===== config.mk =====
export PLATFORM = sky130hd
export DESIGN_NAME = byte_serial_addsub
export DESIGN_NICKNAME = d
export VERILOG_FILES = /design/src/rtl/byte_serial_addsub.sv
export SDC_FILE = /design/constraint.sdc
export NUM_CORES = 1
export LEC_CHECK = 0
export ABC_AREA = 1
export CELL_PAD_IN_SITES_DETAIL_PLACEMENT = 0
export CELL_PAD_IN_SITES_GLOBAL_PLACEMENT = 2
export CORE_MARGIN = 4
export CORE_UTILIZATION = 30
export CTS_CLUSTER_SIZE = 20
export DETAILED_ROUTE_END_ITERATION = 8
export PLACE_DENSITY_LB_ADDON = 0.1
export SLEW_MARGIN = 20
export SYNTH_ARGS = -nofsm -noshare
export SYNTH_HDL_FRONTEND = slang
export SYNTH_SLANG_ARGS = --single-unit

===== constraint.sdc =====
create_clock -name clk -period 3.85 [get_ports clk]
set_input_delay 0.9625 -clock clk [delete_from_list [all_inputs] [get_ports clk]]
set_output_delay 0.9625 -clock clk [all_outputs]
set_load 0.05 [all_outputs]

===== src/rtl/byte_serial_addsub.sv =====
// Byte-serial add/subtract: one 8-bit carry-lookahead slice is reused for each
// operand byte, LSB first, so a full-width result costs N_BYTES clocks.
module byte_serial_addsub #(
  parameter int N_BYTES = 4,
  localparam int W = 8 * N_BYTES
) (
  input  logic         clk,
  input  logic         rst_n,
  input  logic         in_valid,
  output logic         in_ready,
  input  logic [W-1:0] a,
  input  logic [W-1:0] b,
  input  logic         sub,
  output logic         out_valid,
  input  logic         out_ready,
  output logic [W-1:0] sum,
  output logic         cout,
  output logic         ovf,
  output logic         zero,
  output logic [1:0]   dbg_state
);

  localparam logic [1:0] S_IDLE = 2'd0;
  localparam logic [1:0] S_RUN  = 2'd1;
  localparam logic [1:0] S_DONE = 2'd2;

  logic [1:0]   state;
  logic [W-1:0] a_r;
  logic [W-1:0] b_r;
  logic         c_r;
  logic [2:0]   idx;
  logic [W-1:0] res_r;
  logic         cout_r;
  logic         ovf_r;
  logic         zero_r;

  logic [7:0]   a_byte;
  logic [7:0]   b_byte;
  logic [7:0]   slice_s;
  logic         slice_co;
  logic [W-1:0] res_nxt;
  logic         last_byte;

  // Sum-of-products carry lookahead: each carry is a flat OR of generate terms
  // gated by the propagate chain, with no ripple between bit positions.
  function automatic logic [8:0] cla8(input logic [7:0] x, input logic [7:0] y,
                                      input logic ci);
    logic [7:0] g;
    logic [7:0] p;
    logic [8:0] c;
    logic       pp;
    g    = x & y;
    p    = x ^ y;
    c    = '0;
    c[0] = ci;
    for (int i = 0; i < 8; i++) begin
      c[i+1] = g[i];
      pp     = p[i];
      for (int j = i - 1; j >= 0; j--) begin
        c[i+1] = c[i+1] | (pp & g[j]);
        pp     = pp & p[j];
      end
      c[i+1] = c[i+1] | (pp & ci);
    end
    return {c[8], p ^ c[7:0]};
  endfunction

  always_comb begin
    a_byte = '0;
    b_byte = '0;
    for (int k = 0; k < N_BYTES; k++) begin
      if (idx == 3'(k)) begin
        a_byte = a_r[8*k +: 8];
        b_byte = b_r[8*k +: 8];
      end
    end
  end

  assign {slice_co, slice_s} = cla8(a_byte, b_byte, c_r);

  // Assembled result including the byte being produced this cycle, so the
  // zero flag can be registered on the final byte without an extra cycle.
  always_comb begin
    res_nxt = res_r;
    for (int k = 0; k < N_BYTES; k++) begin
      if (idx == 3'(k)) res_nxt[8*k +: 8] = slice_s;
    end
  end

  assign last_byte = (idx == 3'(N_BYTES - 1));

  always_ff @(posedge clk or negedge rst_n) begin
    if (!rst_n) begin
      state  <= S_IDLE;
      a_r    <= '0;
      b_r    <= '0;
      c_r    <= 1'b0;
      idx    <= '0;
      res_r  <= '0;
      cout_r <= 1'b0;
      ovf_r  <= 1'b0;
      zero_r <= 1'b0;
    end else begin
      case (state)
        S_IDLE: begin
          if (in_valid) begin
            a_r   <= a;
            b_r   <= b ^ {W{sub}};
            c_r   <= sub;
            idx   <= '0;
            state <= S_RUN;
          end
        end
        S_RUN: begin
          res_r <= res_nxt;
          c_r   <= slice_co;
          idx   <= idx + 3'd1;
          if (last_byte) begin
            cout_r <= slice_co;
            ovf_r  <= (a_r[W-1] == b_r[W-1]) && (slice_s[7] != a_r[W-1]);
            zero_r <= (res_nxt == '0);
            state  <= S_DONE;
          end
        end
        S_DONE: begin
          if (out_ready) state <= S_IDLE;
        end
        default: state <= S_IDLE;
      endcase
    end
  end

  // Handshake: a transfer happens on an edge where valid && ready; both ready
  // and valid outputs are pure state decodes with no path from the peer.
  assign in_ready  = (state == S_IDLE);
  assign out_valid = (state == S_DONE);
  assign sum       = res_r;
  assign cout      = cout_r;
  assign ovf       = ovf_r;
  assign zero      = zero_r;
  assign dbg_state = state;

endmodule


# ---- After elaboration in Yosys (flattened, before gate mapping)
# Cells that the tools add are included.
dict set report totals {
  ff_bits 105
  output_inout_bits 39
}
dict set report classes {
  addsub 1
  n_eq_ne 10
  n_mux 20
  bitwise_logic 104
  reduce_logical 9
}
# cell count
set ops {}
lappend ops {{8-bit two-way mux} 12}
lappend ops {{1-bit AND} 64}
lappend ops {{1-bit OR} 36}
lappend ops {{32-bit logical NOT} 1}
lappend ops {{32-bit bitwise XOR} 1}
lappend ops {{8-bit bitwise XOR} 2}
lappend ops {{8-bit AND} 1}
lappend ops {{3-bit by 2-bit equality test with 1-bit output, second input constant} 2}
lappend ops {{2-bit two-way mux} 3}
lappend ops {{2-bit one-hot mux with 3 select lines} 1}
lappend ops {{3-bit one-hot mux with 2 select lines} 1}
lappend ops {{2-bit AND reduction} 3}
lappend ops {{2-bit inequality test, second input constant} 2}
lappend ops {{3-bit by 1-bit adder with 3-bit output, second input constant} 1}
lappend ops {{3-bit by 1-bit equality test with 1-bit output, second input constant} 1}
lappend ops {{3-bit logical NOT} 1}
lappend ops {{3-bit two-way mux} 1}
lappend ops {{3-bit AND reduction} 1}
lappend ops {{2-bit by 1-bit equality test with 1-bit output, second input constant} 1}
lappend ops {{2-bit equality test, second input constant} 1}
lappend ops {{2-bit logical NOT} 1}
lappend ops {{2-bit by 1-bit inequality test with 1-bit output, second input constant} 1}
lappend ops {{1-bit one-hot mux with 2 select lines} 1}
lappend ops {{2-bit nonzero test} 1}
lappend ops {{4 further kinds} 4}

# ---- Logic depth before layout (Yosys ltp)
dict set report logic_depth {
  word_depth 17
  depth_mapped 25
}

# ---- Worst setup path before layout
# OpenSTA, ideal clock, no wires.
dict set report synth_timing {
  path_type {reg2reg}
  from {register idx[0]}
  to {register zero_r (netlist: zero)}
  setup_ps 66
  arrival_ps 3109
  t_required_ps 3784
  slack_ps 675
  path_stages_with_launch 23
  path_buffers 2
  synth_period_minus_slack_ps 3175
  path_cell_list {dfrtp_1 inv_1 ha_1 inv_1 nor2_2 buf_2 clkbuf_1 a221oi_1 o21ai_0 ha_1 nand2_1 nand2_1 nor2_1 nand3_1 nand2_1 nand2_1 nand2_1 nand2_1 nand2_1 nand3_1 nor2_1 nand3_1 nand2_1}
}
dict set report synth_between {
  elab_chain_cells 17
}
# element line
set synth_lines {}
lappend synth_lines {{start, declared} 31} ;# logic [2:0] idx;
lappend synth_lines {{start signal, assigned} 117} ;# idx <= idx + 3'd1;
lappend synth_lines {{3-bit logical NOT} {72, 86}}
lappend synth_lines {{8-bit two-way mux (4 in series)} 72} ;# if (idx == 3'(k)) begin
lappend synth_lines {{8-bit bitwise XOR or 8-bit AND (tied branches)} {53, 52}}
lappend synth_lines {{1-bit AND (on tied branches)} {60, 61}}
lappend synth_lines {{1-bit OR (tied with other cells) (5 in series)} 60} ;# c[i+1] = c[i+1] | (pp & g[j]);
lappend synth_lines {{1-bit OR or 1-bit AND (tied branches)} {60, 63}}
lappend synth_lines {{1-bit OR} 63} ;# c[i+1] = c[i+1] | (pp & ci);
lappend synth_lines {{8-bit bitwise XOR} 65} ;# return {c[8], p ^ c[7:0]};
lappend synth_lines {{8-bit two-way mux} 86} ;# if (idx == 3'(k)) res_nxt[8*k +: 8] = slice_s;
lappend synth_lines {{32-bit logical NOT} 121} ;# zero_r <= (res_nxt == '0);
lappend synth_lines {{end signal, assigned} 121}
lappend synth_lines {{end, declared} 35} ;# logic zero_r;
# Several ways; a longest one is shown, not always the timed one.
# A chain may end at the register's enable or synchronous reset.

# ---- Worst setup path in the final report
dict set report layout_timing {
  from {register idx[2]}
  to {register zero_r (netlist: zero)}
}
# The elaborated chain is that of the path after synthesis.

==> metrics.yaml <==
route:
  detail-route-antenna-nets: 0
  via_per_inst: 4.760
  via_count: 4989
  firstDrtPassIters: 5
  drt_iter0_drc: 337
  wl_um: 16650
  drc_errors: 0
  wire_per_inst_um: 15.89
worst_setup_path:
  cp_max_fo: 15
  start_kind: "register"
  critPathRequiredTime_ps: 4130
  endpoint_kind: "register"
  worstPathArrival_ps: 3790
  worstSetupPathType: "register to register"
timing:
  fin_crit_sh: 0.9116
  hold_viol: 0
  setup_viol: 0
  final.setup_skew_ps: 13.19
  setup_tns_ps: 0
  maxSlewViolCount: 0
  rsz0062_at_grt: "no"
  min_period_ps: 3509
  max_freq_mhz: 284.9
  tightest_slew_ps: 934.2
  setup_ws_ps: 340.5
  relSlewSlack: 0.3772
floorplan:
  fp.coreArea_um2: 18090
  die-area_um2: 20790
  rows: 49
  initial_core_util: 0.3076
  die_y_um: 144.2
  die_w_um: 144.2
  ios: 108
final_layout:
  drive_above_1_share: 0.05983
  final_cell_mix: "nand2_1, dfrtp_1, clkdlybuf4s50_1, o21ai_0, nand3_1"
  n_antenna_cell: 0
  syn_to_final_growth_pct: 29.96
  final_common_cell: "nand2_1"
  num-nets-final: 898
  fillers: 1879
run:
  max_cap_viol_count: 0
cts:
  clkLatencyLatePin_ps: 350
  cts_num_sinks: 105
  clkSlewWorstSetupHoldPaths_ps: 70
  h-tree-depth: 3
  cts_root_buffer: "clkbuf_16"
  cts_buffers: 9
  cts_buffer_depth: 2
  cts_tree: "done"
  ctsHoldBuffers: 0
synthesis:
  yosys-top-cells-area: "dfrtp_1, nand2_1, o21ai_0"
  synth_nets: 798
  synth_top_family_by_area: "simple AND/OR/NAND/NOR gates"
  syn_area_um2: 5563
  yosysTopAreaCellShare: 0.4723
  synth_top_cell_by_area: "dfrtp_1"
  synth_cell_types: 28
  synthAdderAreaFrac: 0.03509
  synth_compound_area_frac: 0.1262
  synthCells: 714
  synth-xor-area-share: 0.05038
  synth_mux_area_frac: 0
  ys_seq_elements: 105
  yosys.area_share.simple: 0.2614
  avgSynthCellArea_um2: 7.791
  yosysWarnings: 0
  yosysSeqAreaShare: 0.4723
placed_design:
  gp_congestion: 0.8230
  hpwlAfterDp_um: 12300
  place_ws_ps: 64.97
  portBuffers: 107
global_routing:
  use_met1: 0.2239
  grtUsageMet2: 0.2766
  grt_pass1_wl_um: 26900
  grt_use_total: 0.1646
  grt_pass1_vias: 5100
  grt_busiest_layer: "met2"
  grt_max_degree: 96
  antenna_found_initial: 0
  grt_use_met3: 0.02381
  overflow: 0
power:
  peakVddDrop_mv: 0.2633
  powerDensity_nw_per_um2: 1029
  p_leak_uw: 0.003370
outcome:
  status: "finished clean"
worst_hold_path:
  hold_class: "register to register"
[layout make-up]
cell class,count,area (um^2),area share
multi-input cells,532,2658,0.3676
clock buffers,11,232.7,0.03219
repair buffers,122,1192,0.1649
inverters,44,168.9,0.02336
well taps,229,286.5,0.03963
flip-flops and latches,105,2628,0.3634
clock inverters,5,63.81,0.008827
[final timing paths]
kind	startpoint	end	slack, ps	depth (start not counted)
setup / recovery	idx[2]$_DFFE_PN0P_	zero$_DFFE_PN0P_	340	21
hold / removal	sum[28]$_DFFE_PN0P_	sum[28]$_DFFE_PN0P_	480	2
setup reg to reg	idx[2]$_DFFE_PN0P_	zero$_DFFE_PN0P_	340	21
hold reg to reg	sum[28]$_DFFE_PN0P_	sum[28]$_DFFE_PN0P_	480	2
max in group asynchronous	rst_n	a_r[7]$_DFFE_PN0P_	2360	2
min in group asynchronous	rst_n	sum[16]$_DFFE_PN0P_	640	1
[cell families after synthesis]
logic type | Yosys count
adders and majority gates | 15
xor gates and xnor gates | 32
DFF | 105
AOI/OAI and AO/OA | 124
and+or+nand+nor | 361
buffers and inverters | 77
[where the power goes]
part	internal, uW	total (uW)	switching, uW
logic	1490	4510	3010
registers	1630	2000	368
clock network	510	937	427
total	3630	7440	3810
[sequential cells by signal, indices dropped and copies added (netlist names)]
register and cells:
cout 1, a_r 32, b_r 32, zero 1, dbg_state 2, sum 32, idx 3, ovf 1
c_r 1
[per-layer routing]
layer	vias to the layer above	routed length, um
met4	0	166
met1	2333	7902
li1	2520	-
met5	-	0
met3	13	650
met2	123	7929
[critical path: stages, from the launching register on]
cell        delay (ps)
dfrtp_1            460
inv_2              180
ha_1               250
clkinvlp_4         280
buf_4              240
o21ai_0             70
o21ai_1            140
ha_1               360
nand2_1             90
nor2_1             170
nand2_1            100
nand3_1             90
nand2_1             90
nand3_1            130
nand2_1            190
nand2_1            150
nand2_1             60
nor2_1             100
nand2_1             60
nor2_1              90
nand3_1             70
nand2_1             60
[cells in the mapped netlist]
library cell	count
or2_2	4
a221oi_1	15
inv_2	1
nor2_1	34
nand3_2	1
buf_1	2
a31oi_1	9
nor2_2	4
o21a_1	1
clkbuf_1	24
inv_1	42
nand2_1	272
ha_1	14
o22ai_1	3
buf_6	1
dfrtp_1	105
clkinv_1	1
nand2_4	1
o31ai_1	3
nor2_4	1
fa_1	1
xnor2_1	32
o21ai_0	87
nand4_1	1
buf_2	6
and2_1	1
nand3_1	42
a21oi_1	6
[timing repair]
item                       in CTS  in global routing
buffers inserted                0                  1
setup endpoints to repair       0                  8
resized for setup               0                 11
[per-stage QoR]
step,hold slack [ps],std cells,total power (uW),util,cell area (um^2)
6_report,480.6,1048,7441,0.3997,7229
5_1_grt,503.2,1048,8143,0.3997,7229
4_1_cts,485.7,1047,7454,0.3976,7191
3_5_place_dp,466.2,1031,6488,0.3812,6894
3_3_place_gp,461.1,1031,6475,0.3812,6894
2_1_floorplan,443.6,714,4991,-,5563
(Power assumes the default switching activity.)
